$ cat src/rtl/onehot_line_driver.sv
// One-hot line driver: 2-entry FIFO in front of an IDLE/DRIVE/GAP sequencer.
// Non-one-hot words are accepted, dropped and counted.
module onehot_line_driver #(
  parameter int HOLD_W = 4
) (
  input  logic              clk,
  input  logic              rst_n,
  input  logic              in_valid,
  output logic              in_ready,
  input  logic [7:0]        in_onehot,
  input  logic [HOLD_W-1:0] hold_cycles,
  output logic [7:0]        line_en,
  output logic              busy,
  output logic              err_pulse,
  output logic [7:0]        err_count,
  output logic [2:0]        last_index
);

  localparam logic [1:0] IDLE  = 2'd0;
  localparam logic [1:0] DRIVE = 2'd1;
  localparam logic [1:0] GAP   = 2'd2;

  logic [7:0]        mem [2];
  logic              wr_ptr;
  logic              rd_ptr;
  logic [1:0]        count;
  logic [1:0]        count_nxt;
  logic [1:0]        state;
  logic [1:0]        state_nxt;
  logic [HOLD_W-1:0] cnt;
  logic              ok;
  logic              xfer;
  logic              push;
  logic              pop;
  logic              bad;
  logic [7:0]        head;
  logic [2:0]        head_idx;

  // No bypass: readiness follows occupancy only.
  assign in_ready = (count != 2'd2);
  assign ok   = (in_onehot != 8'd0) &&
                ((in_onehot & (in_onehot - 8'd1)) == 8'd0);
  assign xfer = in_valid & in_ready;
  assign push = xfer & ok;
  assign bad  = xfer & ~ok;
  assign pop  = (state == IDLE) && (count != 2'd0);
  assign head = mem[rd_ptr];

  always_comb begin
    head_idx = 3'd0;
    unique case (1'b1)
      head[1]: head_idx = 3'd1;
      head[2]: head_idx = 3'd2;
      head[3]: head_idx = 3'd3;
      head[4]: head_idx = 3'd4;
      head[5]: head_idx = 3'd5;
      head[6]: head_idx = 3'd6;
      head[7]: head_idx = 3'd7;
      default: head_idx = 3'd0;
    endcase
  end

  always_comb begin
    count_nxt = count + 2'(push) - 2'(pop);
    state_nxt = state;
    unique case (state)
      IDLE:    if (pop) state_nxt = DRIVE;
      DRIVE:   if (cnt == '0) state_nxt = GAP;
      GAP:     state_nxt = IDLE;
      default: state_nxt = IDLE;
    endcase
  end

  always_ff @(posedge clk or negedge rst_n) begin
    if (!rst_n) begin
      mem[0]     <= 8'd0;
      mem[1]     <= 8'd0;
      wr_ptr     <= 1'b0;
      rd_ptr     <= 1'b0;
      count      <= 2'd0;
      state      <= IDLE;
      cnt        <= '0;
      line_en    <= 8'd0;
      busy       <= 1'b0;
      err_pulse  <= 1'b0;
      err_count  <= 8'd0;
      last_index <= 3'd0;
    end else begin
      if (push) begin
        mem[wr_ptr] <= in_onehot;
        wr_ptr      <= ~wr_ptr;
      end
      if (pop) rd_ptr <= ~rd_ptr;
      count     <= count_nxt;
      state     <= state_nxt;
      busy      <= (state_nxt != IDLE) || (count_nxt != 2'd0);
      err_pulse <= bad;
      if (bad && err_count != 8'hFF) err_count <= err_count + 8'd1;
      unique case (state)
        IDLE: begin
          if (pop) begin
            line_en    <= head;
            cnt        <= hold_cycles;
            last_index <= head_idx;
          end else begin
            line_en <= 8'd0;
          end
        end
        DRIVE: begin
          if (cnt == '0) line_en <= 8'd0;
          else cnt <= cnt - 1'b1;
        end
        default: line_en <= 8'd0;
      endcase
    end
  end

endmodule

$ cat config.mk
export PLATFORM = sky130hd
export DESIGN_NAME = onehot_line_driver
export DESIGN_NICKNAME = d
export VERILOG_FILES = /design/src/rtl/onehot_line_driver.sv
export SDC_FILE = /design/constraint.sdc
export NUM_CORES = 1
export LEC_CHECK = 0
export CAP_MARGIN = 20
export CORE_ASPECT_RATIO = 1.1
export CORE_MARGIN = 2
export CORE_UTILIZATION = 53
export DETAILED_ROUTE_END_ITERATION = 8
export GPL_ROUTABILITY_DRIVEN = 0
export PLACE_DENSITY_LB_ADDON = 0.2
export SETUP_SLACK_MARGIN = 0.2
export SYNTH_ARGS = -nofsm -noshare
export SYNTH_HDL_FRONTEND = slang
export SYNTH_SLANG_ARGS = --single-unit
export TNS_END_PERCENT = 50
$ cat constraint.sdc
create_clock -name clk -period 2.32 [get_ports clk]
set_clock_uncertainty 0.1 [all_clocks]
set_input_delay 0.348 -clock clk [delete_from_list [all_inputs] [get_ports clk]]
set_output_delay 0.348 -clock clk [all_outputs]
set_load 0.01 [all_outputs]
### Word level (Yosys, flattened, before mapping)

Index checks and enable logic that the tools add are counted.

* add/subtract/negate cells: 5
* order comparisons: 3
* equality and inequality tests: 6
* mux-type cells: 16
* bitwise logic cells: 9
* reduce and logical (&&, ||, !) cells: 15

Operator list (number)
* 8-bit two-way mux: 6
* 3-bit case mux with 7 select lines: 1
* 16-bit bitwise mux: 1
* 8-bit case mux with 2 select lines: 1
* 8-bit by 1-bit adder with 8-bit output, second input constant: 1
* 8-bit bitwise AND: 1
* 8-bit demux with 1-bit select: 1
* 8-bit zero test: 1
* 4-bit two-way mux: 2
* 2-bit != test, second input constant: 4
* 8-bit != test, second input constant: 1
* 4-bit case mux with 2 select lines: 1
* 2-bit nonzero test: 4
* 8-bit nonzero test: 1
* 8-bit by 1-bit subtractor with 8-bit output, second input constant: 1
* 2-bit >= comparator, second input constant: 2
* 1-bit logical AND: 4
* 4-bit zero test: 1
* 2-bit two-way mux: 2
* 1-bit NOT with 2-bit output: 2
* 2-bit case mux with 2 select lines: 1
* 4-bit by 1-bit subtractor with 4-bit output, second input constant: 1
* 1-bit bitwise AND: 3
* 1-bit NOT: 3
* other kinds (8): 8

* register bits: 47
* input port bits: 15
* output and inout port bits: 22
* word-level logic and storage cells: 66

### Depth between registers and ports, before layout

* depth after elaboration: 9
* depth in mapped cells: 11

### Least setup slack after synthesis

Ideal clock, no wire load.

* kind: input -> register
* from: in in_onehot[2]
* to: reg busy
* arrival time: 2157 ps
* data required time: 2092 ps
* slack: -66 ps
* stages: 10
* cells stage by stage: nor4b_1 > a211oi_2 > o32ai_4 > nand3_1 > ha_1 > inv_1 > ha_1 > xnor2_1 > xnor2_1 > nand3b_1

* word-level cells in the longest chain between the ends: 9
* elaborated cells between the ends (all ways): 10
* classes of those cells: add/sub (3); bitwise (2); reduce/logical (5)

Ends and longest elaborated chain
* start, declared: RTL line 10 `input logic [7:0] in_onehot,`
* 8-bit by 1-bit subtractor with 8-bit output: RTL line 42 `((in_onehot & (in_onehot - 8'd1)) == 8'd0);`
* 8-bit bitwise AND: RTL line 42
* 8-bit zero test: RTL line 42
* 1-bit logical AND *: RTL line 41 `assign ok = (in_onehot != 8'd0) &&`
* 1-bit bitwise AND *: RTL line 44 `assign push = xfer & ok;`
* 2-bit by 1-bit adder with 2-bit output *: RTL line 64 `count_nxt = count + 2'(push) - 2'(pop);`
* 2-bit by 1-bit subtractor with 2-bit output *: RTL line 64
* via count_nxt[1]: RTL line 27 `logic [1:0] count_nxt;`
* 2-bit nonzero test *: RTL line 96 `busy <= (state_nxt != IDLE) || (count_nxt != 2'd0);`
* 1-bit logical OR *: RTL line 96
* end signal, assigned: RTL line 96
* end, declared: RTL line 13 `output logic busy,`

Mark *: on every way through the listed nets, which the timed path passes. The rest lies on a longest branch.
A chain may end at the register's enable or synchronous reset.

### Worst setup path after layout

Same ends and word-level chain as after synthesis.

==> flow_summary_export.csv <==
group,metric,value,unit
sta,rsz0062_at_grt,"yes",
layout,antennaDiodeCount,0,
clock_tree,h-tree-depth,2,
yosys,synthAdderAreaFrac,2.10,%
global_route,grt_pass1_wl,8310,um
floorplan,die_h,74.3,um
clock_tree,clkTransAtPathRegs,0.09,ns
yosys,synth_fp_nets,228,
yosys,synth_warnings,0,
power_and_ir_drop,irDropWorstVdd,0.772,mV
yosys,synth-simple-area-share,16.6,%
yosys,yosysTopAreaCellShare,49.4,%
drt,firstDrtPassIters,4,
critical_path,worstPathArrival,2.24,ns
power_and_ir_drop,power_density,1130,nW/um^2
place,dp.final_hpwl,3470,um
power_and_ir_drop,p_sw_share,36.1,%
drt,postRouteAntennaNets,0,
clock_tree,clock-sinks,47,
critical_path,critical_path_class,"in2reg",
critical_path,end_kind,"flop",
clock_tree,root_buffer,"clkbuf_8",
sta,fmax,0.465,GHz
floorplan,start_util,55.1,%
yosys,yosysTopAreaCell,"dfrtp_1",
yosys,yosysMostFrequentCell,"dfrtp_1",
min_path,worstHoldPathCells,3,
power_and_ir_drop,power_frac_seq,38.4,%
clock_tree,cts_buffers,5,
global_route,overflow,0,
layout,fillers,315,
yosys,yosysSeqAreaShare,49.4,%
critical_path,r2r_cells,10,
critical_path,r2r_slack,0.22,ns
drt,route.detailed.drc,0,
yosys,synth_compound_area_share,10.9,%
layout,final_layout_size_suffix_gt1_share,26.5,%
global_route,antenna_found_initial,0,
yosys,syn_inst,209,
power_and_ir_drop,p_int,2.32,mW
sta,post-route-period-util,92.6,%
drt,drtIter0Drc,216,
layout,final_nets,293,
min_path,hold_class,"in2reg",
floorplan,boundaryPins,37,
layout,final_util,74.5,%
drt,wirelength,4760,um
yosys,synthTopCellsByArea,"dfrtp_1 49%, mux2_4 5.0%, mux2_1 4.7%",
job,cap_viol_max_count,0,
floorplan,die_area,5040,um^2
yosys,synth_top_family_by_area,"simple AND/OR/NAND/NOR gates",
layout,multi_input_area,1230,um^2
layout,synthToLayoutAreaGrowth,35.1,%
drt,vias,1808,
yosys,synth_xor_area_share,4.42,%
global_route,grt_max_degree,27,
yosys,synth_edf_count,0,
critical_path,cp_max_fo,4,
power_and_ir_drop,p_leak,1.46,nW
yosys,synthArstFlopShare,100,%
critical_path,critPathRequiredTime,2.41,ns
yosys,muxShareOfSynthArea,14.0,%
clock_tree,cts_buffer_depth,2,
clock_tree,clkLatencyLatePin,0.30,ns
floorplan,core.rowCount,25,
power_and_ir_drop,pwr-share-comb,44.8,%
run_status,status,"finished, final reports clean",
drt,wl_per_cell,14.5,um
sta,worstMarginPinSlew,0.654,ns
sta,slew_violations,0,
yosys,yosys.cell_types.count,48,
yosys,ys_ff_latch,47,
global_route,track_usage,22.1,%
yosys,ys_top_cells_by_count,"47 x dfrtp_1, 18 x nand2_1, 14 x nor2_1",
critical_path,reg2reg_to,"busy",
sta,finalHoldViolCount,0,
yosys,syn_area_per_cell,11.4,um^2
sta,fin_setup_tns,0,ns
place,io_buffers,36,
clock_tree,cts_tree,"yes",
min_path,hold_end,"mem[10]",
yosys,netlist_area,2380,um^2
power_and_ir_drop,p_switching,1.31,mW
floorplan,coreArea,4320,um^2
global_route,grt_pass1_vias,1758,
sta,slew_headroom,56.4,%
layout,regArea,1180,um^2
critical_path,start_kind,"input pin",
sta,fin_crit,2.15,ns
floorplan,die_w,67.9,um
yosys,synth_ff_type,"dfrtp_1",
sta,final-setup-viol-count,0,
power_and_ir_drop,power_frac_clock,16.8,%
critical_path,reg2reg_from,"count[0]",
drt,via_per_inst,5.50,
min_path,min_from,"in_onehot[2]",
## worst max path at each step
stage / startpoint / end / depth (start not counted)
final: in_onehot[2] / busy / 10
after global routing: in_onehot[2] / busy / 10
after CTS: in_onehot[3] / busy / 10
after detailed placement: in_onehot[4] / busy / 11
after global placement: in_onehot[4] / busy / 11
after floorplan: in_onehot[2] / busy / 9
## state kept, by name (all words and copies together), names as in the netlist, 2 cells and up
register,flops
last_index,3
mem,16
line_en,8
state,2
cnt,4
err_count,8
count,2
## worst max-delay path: stages
cell and delay [ns]:
buf_8 0.10, or4_4 0.57, o21ai_4 0.16, nand3_2 0.13, ha_4 0.31, inv_4 0.03, ha_4 0.15, xnor2_2 0.13
xnor2_1 0.14, nand3b_1 0.17
## per-stage QoR
step | setup slack [ns] | hold WS (ns) | cells | total power [mW] | instance area (um^2)
after CTS | 0.195 | 0.275 | 327 | 3.60 | 3190
after global placement | -0.544 | 0.267 | 316 | 2.86 | 2990
after global routing | 0.106 | 0.287 | 329 | 3.90 | 3210
after detailed placement | -0.609 | 0.274 | 316 | 2.91 | 2990
after floorplan | -0.0262 | -0.0476 | 209 | 2.30 | 2400
final | 0.171 | 0.276 | 329 | 3.63 | 3210
## power groups by stage
stage / clock network [mW] / registers (mW) / logic [mW]
final: 0.610 / 1.39 / 1.63
after global routing: 0.646 / 1.44 / 1.81
after CTS: 0.617 / 1.39 / 1.59
after detailed placement: 0 / 1.40 / 1.50
after global placement: 0 / 1.39 / 1.47
after floorplan: 0 / 1.37 / 0.929
## final cells by class
type / instances / area share [%]
multi-input cells: 147 / 38.2
flip-flops and latches: 47 / 36.6
repair buffers: 66 / 18.7
clock buffers: 5 / 2.14
well taps: 54 / 2.10
clock inverters: 3 / 1.36
inverters: 7 / 0.895
## routing by layer
layer	up-vias	track usage (%)	share of wire, %
met5	-	0	0
met4	0	6.00	0.76
met3	4	4.54	3.5
met2	33	36.4	49
met1	893	29.9	47
li1	878	-	-
## layout by cell type (no fill, tap or decap), types with 6 or more instances in the layout
cell type and instances:
dfrtp_1 47, xnor2_1 9, nor3_1 6, clkdlybuf4s50_1 27
buf_4 29, nor2_1 12, nand2_1 18, mux2_1 10
and3_1 7, mux2i_1 9, mux2_4 8, o21ai_1 12
## cells by family after synthesis
| logic type | after synthesis |
|---|---|
| AOI/OAI and AO/OA | 31 |
| adders and majority gates | 4 |
| buffers and inverters | 15 |
| DFF | 47 |
| xor gates and xnor gates | 12 |
| muxes | 28 |
| and+or+nand+nor | 72 |
## what timing repair did
action | in CTS | in global routing
buffers inserted | 2 | 2
hold buffers | 1 | 0
pin swaps | 11 | 6
endpoints found under the setup margin | 27 | 1
resized for setup | 39 | 3
endpoints found under the hold margin | 24 | 0
No activity file was read; power rests on OpenSTA's default activity.
